==> src/rtl/vai_arbiter.sv <==
// vai_arbiter: round-robin arbiter sharing one framed register slave between two requesters.
module vai_arbiter #(
  parameter int C_TIMEOUT = 64
) (
  input  logic       Clk_i,
  input  logic       Reset_i,
  input  logic [7:0] Din0_i,
  input  logic       DinValid0_i,
  input  logic       DinStart0_i,
  input  logic       DinStop0_i,
  output logic       DinAccept0_o,
  input  logic [7:0] Din1_i,
  input  logic       DinValid1_i,
  input  logic       DinStart1_i,
  input  logic       DinStop1_i,
  output logic       DinAccept1_o,
  output logic [7:0] Dout0_o,
  output logic       DoutValid0_o,
  output logic       DoutStart0_o,
  output logic       DoutStop0_o,
  input  logic       DoutAccept0_i,
  output logic [7:0] Dout1_o,
  output logic       DoutValid1_o,
  output logic       DoutStart1_o,
  output logic       DoutStop1_o,
  input  logic       DoutAccept1_i,
  output logic [7:0] SlvDin_o,
  output logic       SlvDinValid_o,
  output logic       SlvDinStart_o,
  output logic       SlvDinStop_o,
  input  logic       SlvDinAccept_i,
  input  logic [7:0] SlvDout_i,
  input  logic       SlvDoutValid_i,
  input  logic       SlvDoutStart_i,
  input  logic       SlvDoutStop_i,
  output logic       SlvDoutAccept_o,
  output logic [1:0] Grant_o,
  output logic       Timeout_o
);
  typedef enum logic [1:0] {IDLE, REQ, RSP} state_t;
  state_t     r_state, w_next;
  logic [1:0] r_grant, w_grant_next;
  logic       r_last, w_last_next;
  logic [7:0] r_cnt, w_cnt_next;
  logic       r_timeout, w_timeout_next;
  logic       w_g, w_idle, w_req, w_rsp, w_req0, w_req1, w_win;
  assign w_g    = r_grant[1];
  assign w_idle = (r_state == IDLE);
  assign w_req  = (r_state == REQ);
  assign w_rsp  = (r_state == RSP);
  assign w_req0 = DinValid0_i & DinStart0_i;
  assign w_req1 = DinValid1_i & DinStart1_i;
  // On a tie the requester that was not granted last wins.
  assign w_win  = (w_req0 & w_req1) ? ~r_last : w_req1;
  always_comb begin
    w_next         = r_state;
    w_grant_next   = r_grant;
    w_last_next    = r_last;
    w_cnt_next     = 8'd0;
    w_timeout_next = 1'b0;
    case (r_state)
      IDLE: begin
        if (w_req0 | w_req1) begin
          w_next       = REQ;
          w_grant_next = w_win ? 2'b10 : 2'b01;
        end
      end
      REQ: w_next = (SlvDinValid_o & SlvDinStop_o & SlvDinAccept_i) ? RSP : REQ;
      RSP: begin
        w_cnt_next = SlvDoutValid_i ? 8'd0 : (r_cnt == 8'hFF) ? r_cnt : r_cnt + 8'd1;
        if ((SlvDoutValid_i & SlvDoutStop_i & SlvDoutAccept_o) | (w_cnt_next == 8'(C_TIMEOUT))) begin
          w_next         = IDLE;
          w_grant_next   = 2'b00;
          w_last_next    = w_g;
          w_timeout_next = ~SlvDoutValid_i;
          w_cnt_next     = 8'd0;
        end
      end
      default: w_next = IDLE;
    endcase
  end
  always_ff @(posedge Clk_i or posedge Reset_i) begin
    if (Reset_i) begin
      r_state   <= IDLE;
      r_grant   <= 2'b00;
      r_last    <= 1'b1;
      r_cnt     <= 8'd0;
      r_timeout <= 1'b0;
    end else begin
      r_state   <= w_next;
      r_grant   <= w_grant_next;
      r_last    <= w_last_next;
      r_cnt     <= w_cnt_next;
      r_timeout <= w_timeout_next;
    end
  end
  assign SlvDin_o        = w_req ? (w_g ? Din1_i : Din0_i) : 8'd0;
  assign SlvDinValid_o   = w_req & (w_g ? DinValid1_i : DinValid0_i);
  assign SlvDinStart_o   = w_req & (w_g ? DinStart1_i : DinStart0_i);
  assign SlvDinStop_o    = w_req & (w_g ? DinStop1_i : DinStop0_i);
  // Stray non-start beats are swallowed in IDLE; reset gates this input-driven path.
  assign DinAccept0_o    = ~Reset_i & (w_idle ? DinValid0_i & ~DinStart0_i : w_req & ~w_g & SlvDinAccept_i);
  assign DinAccept1_o    = ~Reset_i & (w_idle ? DinValid1_i & ~DinStart1_i : w_req & w_g & SlvDinAccept_i);
  assign Dout0_o         = (w_rsp & ~w_g) ? SlvDout_i : 8'd0;
  assign DoutValid0_o    = w_rsp & ~w_g & SlvDoutValid_i;
  assign DoutStart0_o    = w_rsp & ~w_g & SlvDoutStart_i;
  assign DoutStop0_o     = w_rsp & ~w_g & SlvDoutStop_i;
  assign Dout1_o         = (w_rsp & w_g) ? SlvDout_i : 8'd0;
  assign DoutValid1_o    = w_rsp & w_g & SlvDoutValid_i;
  assign DoutStart1_o    = w_rsp & w_g & SlvDoutStart_i;
  assign DoutStop1_o     = w_rsp & w_g & SlvDoutStop_i;
  assign SlvDoutAccept_o = w_rsp & (w_g ? DoutAccept1_i : DoutAccept0_i);
  assign Grant_o         = r_grant;
  assign Timeout_o       = r_timeout;
endmodule

==> config.mk <==
export PLATFORM = sky130hd
export DESIGN_NAME = vai_arbiter
export DESIGN_NICKNAME = d
export VERILOG_FILES = /design/src/rtl/vai_arbiter.sv
export SDC_FILE = /design/constraint.sdc
export NUM_CORES = 1
export LEC_CHECK = 0
export ABC_CLOCK_PERIOD_IN_PS = 2600
export CAP_MARGIN = 20
export CORE_MARGIN = 3
export CORE_UTILIZATION = 36
export DETAILED_ROUTE_END_ITERATION = 6
export PLACE_DENSITY = 0.84
export SYNTH_ARGS = -nofsm -noshare
export SYNTH_HDL_FRONTEND = slang
export SYNTH_SLANG_ARGS = --single-unit
==> constraint.sdc <==
create_clock -name Clk_i -period 2.6 [get_ports Clk_i]
set_input_delay 0.26 -clock Clk_i [delete_from_list [all_inputs] [get_ports Clk_i]]
set_output_delay 0.26 -clock Clk_i [all_outputs]
set_load 0.01 [all_outputs]
Yosys cells after proc, flatten, opt, wreduce, memory -nomap -nowiden. Cells that the tools add are included. Widths: inputs -> output; s select.

$add $sub $neg: 1. Equal/unequal tests: 6. Mux-type cells: 24. Bitwise gates (word level): 35. Reduce and logical (&&, ||, !) cells: 5.

Operator list (count): $mux 8 (8); $and 1x1->1 (27); $mux 2 (5); $mux 1 (9); $add 8x1->8 const B (1); $eq 8x7->1 const B (1); $eq 8x8->1 const B (1); $not 1->1 (6); $pmux 2 s3 (1); $ne 2x1->1 const B (2); $pmux 2 s2 (1); $reduce_and 2->1 (2); $reduce_and 3->1 (1); $eq 2x1->1 const B (1); $eq 2x2->1 const B (1); $logic_not 2->1 (1); $or 1x1->1 (2); $reduce_bool 2->1 (1).

Flip-flop bits (word level): 14. Input port bits: 38. Output and inout bits: 39. Word-level logic and storage cells: 76.

Logic depth before layout (Yosys ltp). Gate-level depths: netlist of the first run.

Depth in word-level cells: 7. Mapped depth: 8. Mapped depth without buffers: 7.

Worst setup path before layout of the first run. Ideal clock, no wire load.

Path kind: register -> register. Start: register r_cnt[0]. End: register r_last. Setup time: 0.085 ns. Data arrival time: 1.851 ns. Data required time: 2.515 ns. Setup slack: 0.665 ns. Stages on the path, launching flop included: 9. Path buffers: 1. Period minus slack after synthesis: 1.935 ns. Path through: dfrtp_1 ha_1 and3_1 buf_2 nand3_1 o21ai_0 nand4_2 o41ai_2 mux2_1.

Longest elaborated chain between the ends: 6. Elaborated cells between the ends (all ways): 7. Classes of those cells: add/sub (1); eq/ne (2); mux (2); bitwise (1); reduce/logical (1).

RTL lines: start: declaration (line 44) `logic [7:0] r_cnt, w_cnt_next;`; start signal: assignment (line 93) `r_cnt <= w_cnt_next;`; $add 8x1->8 / $eq 8x8->1 (equally long branches) (line 70) `w_cnt_next = SlvDoutValid_i ? 8'd0 : (r_cnt == 8'hFF) ? r_cnt : r_cnt + 8'd1;`; $mux 8 (*) (2 in series) (line 70); $eq 8x7->1 (*) (line 71) `if ((SlvDoutValid_i & SlvDoutStop_i & SlvDoutAccept_o) | (w_cnt_next == 8'(C_TIMEOUT))) begin`; $or 1x1->1 (*) (line 71); $reduce_and 2->1 (no line) (*); end signal: assignment (line 92) `r_last <= w_last_next;`; end: declaration (line 43) `logic r_last, w_last_next;`.

Mark *: on every way between the ends. The rest lies on a longest branch, timed or not. A chain may end at the register's enable or synchronous reset.

Worst setup path in the final report of the first run.
Start: register r_state[0]. End: output port SlvDinValid_o.

Longest elaborated chain between the ends: 2.

RTL lines: start: declaration (line 41) `state_t r_state, w_next;`; start signal: assignment (line 90) `r_state <= w_next;`; $eq 2x1->1 (line 49) `assign w_req = (r_state == REQ);`; $and 1x1->1 (line 98) `assign SlvDinValid_o = w_req & (w_g ? DinValid1_i : DinValid0_i);`; end: declaration (line 28) `output logic SlvDinValid_o,`.

Every way passes these cells.

==> results.toml, run 1 <==
[sta]
finalCritPeriodShare = 0.869
final-hold-violation-count = 0
tns_ps = 0
fin_skew_ps = 5.10
rsz0062_at_grt = "false"
maxSlewViolCount = 0
fin_hold_ws_ps = 379
setup_violations = 0
worst_slew_pin_slew_ps = 536
period_needed_ps = 2260
fmax_mhz = 443
relSlewSlack = 0.642
layout_setup_ws_ps = 342

[floorplan]
ios = 77
initial_core_util = 0.385
die_x_um = 63.6
die-area_mm2 = 0.00405
core_area_mm2 = 0.00310
die_h_um = 63.6
row_count = 20

[placement]
place_congestion = 0.877
io_buffer_count = 76
hpwl_um = 3000
dp_slack_ps = 520

[synth]
netlist-cell-type-count = 41
synth_top_family_by_area = "simple AND/OR/NAND/NOR gates"
syn-mean-instance-area_um2 = 7.71
synth_cells = 155
muxShareOfSynthArea = 0.110
synth_xor_area_frac = 0.0147
synth_seq_cells = 14
syn_nets = 194
seq_area_frac_synth = 0.294
synth_warnings = 0
synth_compound_area_frac = 0.149
synth-simple-area-share = 0.362
yosys.area_share.adder = 0.0105
syn_area_mm2 = 0.00119

[outcome]
outcome = "completed"

[drt]
wl_per_cell_um = 13.8
drt_iter0_drc = 57
ant_nets = 0
drc = 0
drt_wl_total_um = 3710
vias = 1365
dr.pass1.iters = 4
viasPerCell = 5.07

[pwr]
p_leak_nw = 0.940
seqPwrFrac = 0.276
pwr-share-clk = 0.136
power_switching_uw = 467
p_int_uw = 720
max-vdd-ir-drop_uv = 347
p_per_area_mw_per_mm2 = 591
swShare = 0.393
power_mw = 1.19
p_comb_frac = 0.588

[global_route]
grt_pass1_wl_um = 6220
grt-ovfl-total = 0
grt_usage = 0.189
grt_start_max_net_pins = 23
grt_pass1_vias = 1254
antenna_found_initial = 0

[clocking]
clk_pin_slew_ps = 90
cts-hold-fix-buffers = 0
cts_resized = 0
clkSinkCount = 14
clock_path_buffers = 2
clk_latency_ps = 290
cts_buffers = 3
post-cts-setup-buffers = 0
cts-htree-levels = 1
root_buffer = "clkbuf_4"
cts_tree = "done"

[setup_path]
cp_top_family = "flip-flops"
crit_type = "reg2out"
cp.required_ps = 2340
crit_path_max_fanout = 13
crit_path_cell_trace = "nand2_1 > nor2_1 > clkdlybuf4s50_1"
worstSetupStartpointType = "flop"
cp_data_arrival_time_ps = 2000
crit_path_max_incr_delay_ps = 590
cp_slowest_cell = "dfrtp_1"
path_buf_inv = 1
crit_path_end_kind = "output port"

[final_layout]
drive_gt1_frac = 0.0444
num_antenna_cells = 0
syn2layout_area_growth_pct = 68.2
nets = 265

[run]
cap_violations = 0

[min_path]
hold_class = "in2async"
[per-stage QoR]
step                cell area, um2  instances  utilization
finish                        2010        269        0.648
global route                  2010        269        0.648
CTS                           2010        269        0.648
detailed placement            1970        265        0.636
global placement              1970        265        0.636
floorplan                     1190        155            -
[synth_stat cells]
| library cell | instances | area (um2) |
|---|---|---|
| dfstp_2 | 1 | 26.3 |
| buf_4 | 1 | 7.51 |
| o21ai_1 | 3 | 15.0 |
| o41ai_2 | 1 | 16.3 |
| dfrtp_1 | 13 | 325 |
| nand2b_1 | 1 | 6.26 |
| and2_1 | 1 | 6.26 |
| clkbuf_1 | 7 | 26.3 |
| xor2_1 | 1 | 8.76 |
| a21oi_1 | 6 | 30.0 |
| o311ai_1 | 1 | 8.76 |
| a41o_1 | 1 | 10.0 |
| and4b_1 | 1 | 10.0 |
| o21ai_0 | 4 | 20.0 |
| buf_2 | 3 | 15.0 |
| nand2_1 | 10 | 37.5 |
| inv_2 | 1 | 3.75 |
| a311oi_1 | 1 | 8.76 |
| o21a_1 | 1 | 7.51 |
| nand3_1 | 9 | 45.0 |
| inv_1 | 4 | 15.0 |
| a21o_1 | 1 | 7.51 |
| or2_1 | 2 | 12.5 |
| nand4_2 | 1 | 12.5 |
| and3_1 | 24 | 150 |
| nor2_1 | 22 | 82.6 |
| nor4_1 | 1 | 6.26 |
| o2111a_1 | 1 | 11.3 |
| or3_1 | 1 | 6.26 |
| nor3b_1 | 3 | 22.5 |
| nand4_1 | 1 | 6.26 |
| a211oi_1 | 1 | 7.51 |
| nor3_1 | 4 | 20.0 |
| mux2_1 | 1 | 11.3 |
| mux2i_1 | 12 | 120 |
| xnor2_1 | 1 | 8.76 |
| a31oi_1 | 4 | 25.0 |
| and4_1 | 1 | 8.76 |
| ha_1 | 1 | 12.5 |
| o211a_1 | 1 | 10.0 |
| buf_1 | 1 | 3.75 |
[cell usage in the layout, fill, tap and decap left out, types with 2 or more instances in the layout]
master           count
inv_1                4
buf_4                2
nor2_1              22
o21ai_0              4
and3_1              24
clkbuf_4             3
nand3_1              9
nor3b_1              3
or2_1                2
dfrtp_1             13
mux2i_1             12
nor3_1               4
clkdlybuf4s50_1     76
o21ai_1              3
a31oi_1              4
a21oi_1              6
nand2_1             10
[worst paths after layout]
kind	from	end	slack, ps	cells after the start
min in group Clk_i	r_cnt[1]$_DFF_PP0_	r_cnt[1]$_DFF_PP0_	580	2
hold reg to reg	r_cnt[1]$_DFF_PP0_	r_cnt[1]$_DFF_PP0_	580	2
setup / recovery	r_state[0]$_DFFE_PP0P_	SlvDinValid_o	340	3
hold / removal	Reset_i	Grant_o[1]$_DFFE_PP0P_	380	2
setup reg to reg	r_cnt[0]$_DFF_PP0_	r_last$_DFFE_PP1P_	500	7
max in group asynchronous	Reset_i	r_last$_DFFE_PP1P_	1860	2
[power by group through the flow]
stage / registers, mW / logic (mW) / clock network, mW
global placement: 0.330 / 0.696 / 0
detailed placement: 0.332 / 0.702 / 0
finish: 0.328 / 0.698 / 0.161
global route: 0.339 / 0.762 / 0.185
floorplan: 0.295 / 0.380 / 0
CTS: 0.328 / 0.704 / 0.167
[layout make-up]
| type | instances | area, um2 |
|---|---|---|
| timing repair buffer | 78 | 776 |
| multi-input combinational | 124 | 772 |
| tap | 44 | 55.1 |
| fill | 268 | 1090 |
| sequential | 14 | 352 |
| inverter | 5 | 18.8 |
| clock buffer | 4 | 36.3 |
[sequential cells by signal (all words and copies together), names as in the netlist]
| register | flops |
|---|---|
| r_cnt | 8 |
| Grant_o | 2 |
| r_state | 2 |
| Timeout_o | 1 |
| r_last | 1 |
[layer usage]
metal	up-vias	track usage	wire, um
li1	703	-	-
met1	605	0.253	1610
met2	53	0.309	1800
met3	4	0.0339	264
met4	0	0.0566	38
met5	-	0	0
[cells by family (layout without fill, tap and decap cells)]
family / Yosys count / count (layout)
AOI/OAI and AO/OA: 26 / 26
muxes: 13 / 13
adders and majority gates: 1 / 1
DFF: 14 / 14
and+or+nand+nor: 82 / 82
xor gates and xnor gates: 2 / 2
buffers and inverters: 17 / 87
[worst register-to-register path: stages (launching register included)]
cell     delay, ps
dfrtp_1        440
ha_1           270
and3_1         290
nand3_1         90
o21ai_0        100
nand4_2        170
o41ai_2        330
mux2_1         360
Note: power is estimated with default switching activity, not from simulation.
==> run 2, diff against run 1 <==
--- a/config.mk
+++ b/config.mk
@@ -10,6 +10,8 @@
 export CORE_MARGIN = 3
 export CORE_UTILIZATION = 36
 export DETAILED_ROUTE_END_ITERATION = 6
+export GPL_ROUTABILITY_DRIVEN = 0
+export GPL_TIMING_DRIVEN = 0
 export PLACE_DENSITY = 0.84
 export SYNTH_ARGS = -nofsm -noshare
 export SYNTH_HDL_FRONTEND = slang
==> constraint.sdc (replaced) <==
create_clock -name Clk_i -period 2.6 [get_ports Clk_i]
set_input_delay 0.39 -clock Clk_i [delete_from_list [all_inputs] [get_ports Clk_i]]
set_output_delay 0.39 -clock Clk_i [all_outputs]
set_load 0.01 [all_outputs]
==> run 2 against run 1 <==
  * Routed wire length up 4.0%
  * Hold slack better by 120 ps
  * Register-to-register slack worse by 80 ps
  * Critical path type unchanged
  * Critical endpoint is now DoutStop0_o
  * Largest cell class unchanged
  * Largest power group unchanged
==> results.toml, run 2 (synthesized netlist as in run 1, its figures left out) <==
[outcome]
outcome = "completed"

[pwr]
p_leak_nw = 0.965
pwr-share-clk = 0.135
swShare = 0.395
p_comb_frac = 0.626
power_switching_uw = 478
seqPwrFrac = 0.240
max-vdd-ir-drop_uv = 448
p_per_area_mw_per_mm2 = 592
p_int_uw = 733

[clocking]
cts_tree = "done"
clock_path_buffers = 2
cts_buffers = 3
root_buffer = "clkbuf_4"
clk_pin_slew_ps = 90
post-cts-setup-buffers = 0
clk_latency_ps = 280
clkSinkCount = 14
cts-htree-levels = 1

[floorplan]
initial_core_util = 0.385
die-area_mm2 = 0.00405
die_x_um = 63.6
ios = 77
core_area_mm2 = 0.00310
die_h_um = 63.6
row_count = 20

[final_layout]
final_cell_mix = "clkdlybuf4s50_1 (75), and3_1 (24), nor2_1 (21), dfrtp_1 (13), mux2i_1 (12)"
largest-register = "r_cnt"
syn2layout_area_growth_pct = 71.0
drive_gt1_frac = 0.0684
final_common_cell = "clkdlybuf4s50_1"
num_antenna_cells = 0
nets = 274
largest_reg_flops = 8
fillCellCount = 283

[sta]
maxSlewViolCount = 0
worst_slew_pin_slew_ps = 527
relSlewSlack = 0.648
layout_setup_ws_ps = 131
final-hold-violation-count = 0
fmax_mhz = 405
finalCritPeriodShare = 0.950
tns_ps = 0
fin_skew_ps = 0.727
period_needed_ps = 2470
rsz0062_at_grt = "false"
setup_violations = 0

[setup_path]
worstSetupStartpointType = "flop"
crit_type = "reg2out"
path_buf_inv = 3
crit_path_max_fanout = 10
crit_path_cell_trace = "clkbuf_1 > nor2_2 > clkbuf_2 > and3_1 > clkdlybuf4s50_1"
cp_data_arrival_time_ps = 2080
crit_path_max_incr_delay_ps = 550
cp_slowest_cell = "clkdlybuf4s50_1"
crit_path_end_kind = "output port"
cp_top_family = "buffers and inverters"
cp.required_ps = 2210

[placement]
dp_slack_ps = 215
hpwl_um = 3090
io_buffer_count = 75

[global_route]
grt_usage = 0.191
grt_pass1_vias = 1335
antenna_found_initial = 0
grt-ovfl-total = 0
grt_start_max_net_pins = 15
grt_pass1_wl_um = 6390

[drt]
drt_iter0_drc = 59
dr.pass1.iters = 4
wl_per_cell_um = 13.9
viasPerCell = 5.23
vias = 1454
ant_nets = 0
drt_wl_total_um = 3860
drc = 0

[run]
cap_violations = 0

[min_path]
hold_class = "in2async"
## run 2: cell count changes in the layout (fill, tap and decap cells not counted), sizes merged
cell | previous run | this run
clkbuf | 4 | 11
buf | 2 | 5
clkdlybuf4s50 | 76 | 75
## run 2: worst paths after layout
| path | startpoint | to | slack (ps) | cells past startpoint |
|---|---|---|---|---|
| min in group Clk_i | SlvDoutValid_i | r_cnt[7]$_DFF_PP0_ | 510 | 2 |
| setup / recovery | r_state[0]$_DFFE_PP0P_ | DoutStop0_o | 130 | 5 |
| hold reg to reg | r_cnt[1]$_DFF_PP0_ | r_cnt[1]$_DFF_PP0_ | 590 | 2 |
| max in group asynchronous | Reset_i | r_last$_DFFE_PP1P_ | 1740 | 2 |
| hold / removal | Reset_i | Grant_o[1]$_DFFE_PP0P_ | 490 | 2 |
| setup reg to reg | r_cnt[0]$_DFF_PP0_ | r_last$_DFFE_PP1P_ | 420 | 8 |
## run 2: layout make-up
class / count / area [um2] / share of cell area
sequential: 14 / 352 / 0.172
multi-input combinational: 124 / 774 / 0.379
tap: 44 / 55.1 / 0.0269
inverter: 5 / 18.8 / 0.00919
timing repair buffer: 75 / 751 / 0.367
buffer: 12 / 56.3 / 0.0276
clock buffer: 4 / 36.3 / 0.0178
## run 2: what timing repair did
action,in CTS,in global routing
setup endpoints to repair,12,20
resized for setup,2,2
cloned,0,0
hold buffers,0,0
## run 2: layer usage
layer | up-vias | part of all wire | global-route usage
met5 | - | 0 | 0
met4 | 0 | 0.0049 | 0.0404
met3 | 2 | 0.071 | 0.0250
met2 | 63 | 0.48 | 0.319
met1 | 665 | 0.45 | 0.261
li1 | 724 | - | -
## run 2: through the flow
stage               std cells   util  total power, mW  cell area (um2)  hold WS [ps]
floorplan                 155      -            0.675             1190           279
CTS                       278  0.657             1.21             2040           501
global route              278  0.658             1.29             2040           520
finish                    278  0.658             1.21             2040           495
detailed placement        274  0.645             1.05             2000           575
global placement          274  0.645             1.04             2000           571
## run 2: power by group through the flow
stage	Sequential [mW]	Clock, mW	Combinational [mW]
3_5_place_dp	0.293	0	0.753
2_1_floorplan	0.295	0	0.380
6_report	0.290	0.163	0.757
4_1_cts	0.289	0.166	0.757
3_3_place_gp	0.292	0	0.747
5_1_grt	0.294	0.174	0.823
## run 2: worst reg2reg max path, stage by stage, from the launching register on
cell,delay (ps)
dfrtp_1,450
ha_1,270
and3_1,170
buf_2,160
nand3_1,80
o21ai_0,100
nand4_2,180
o41ai_2,350
mux2_1,360
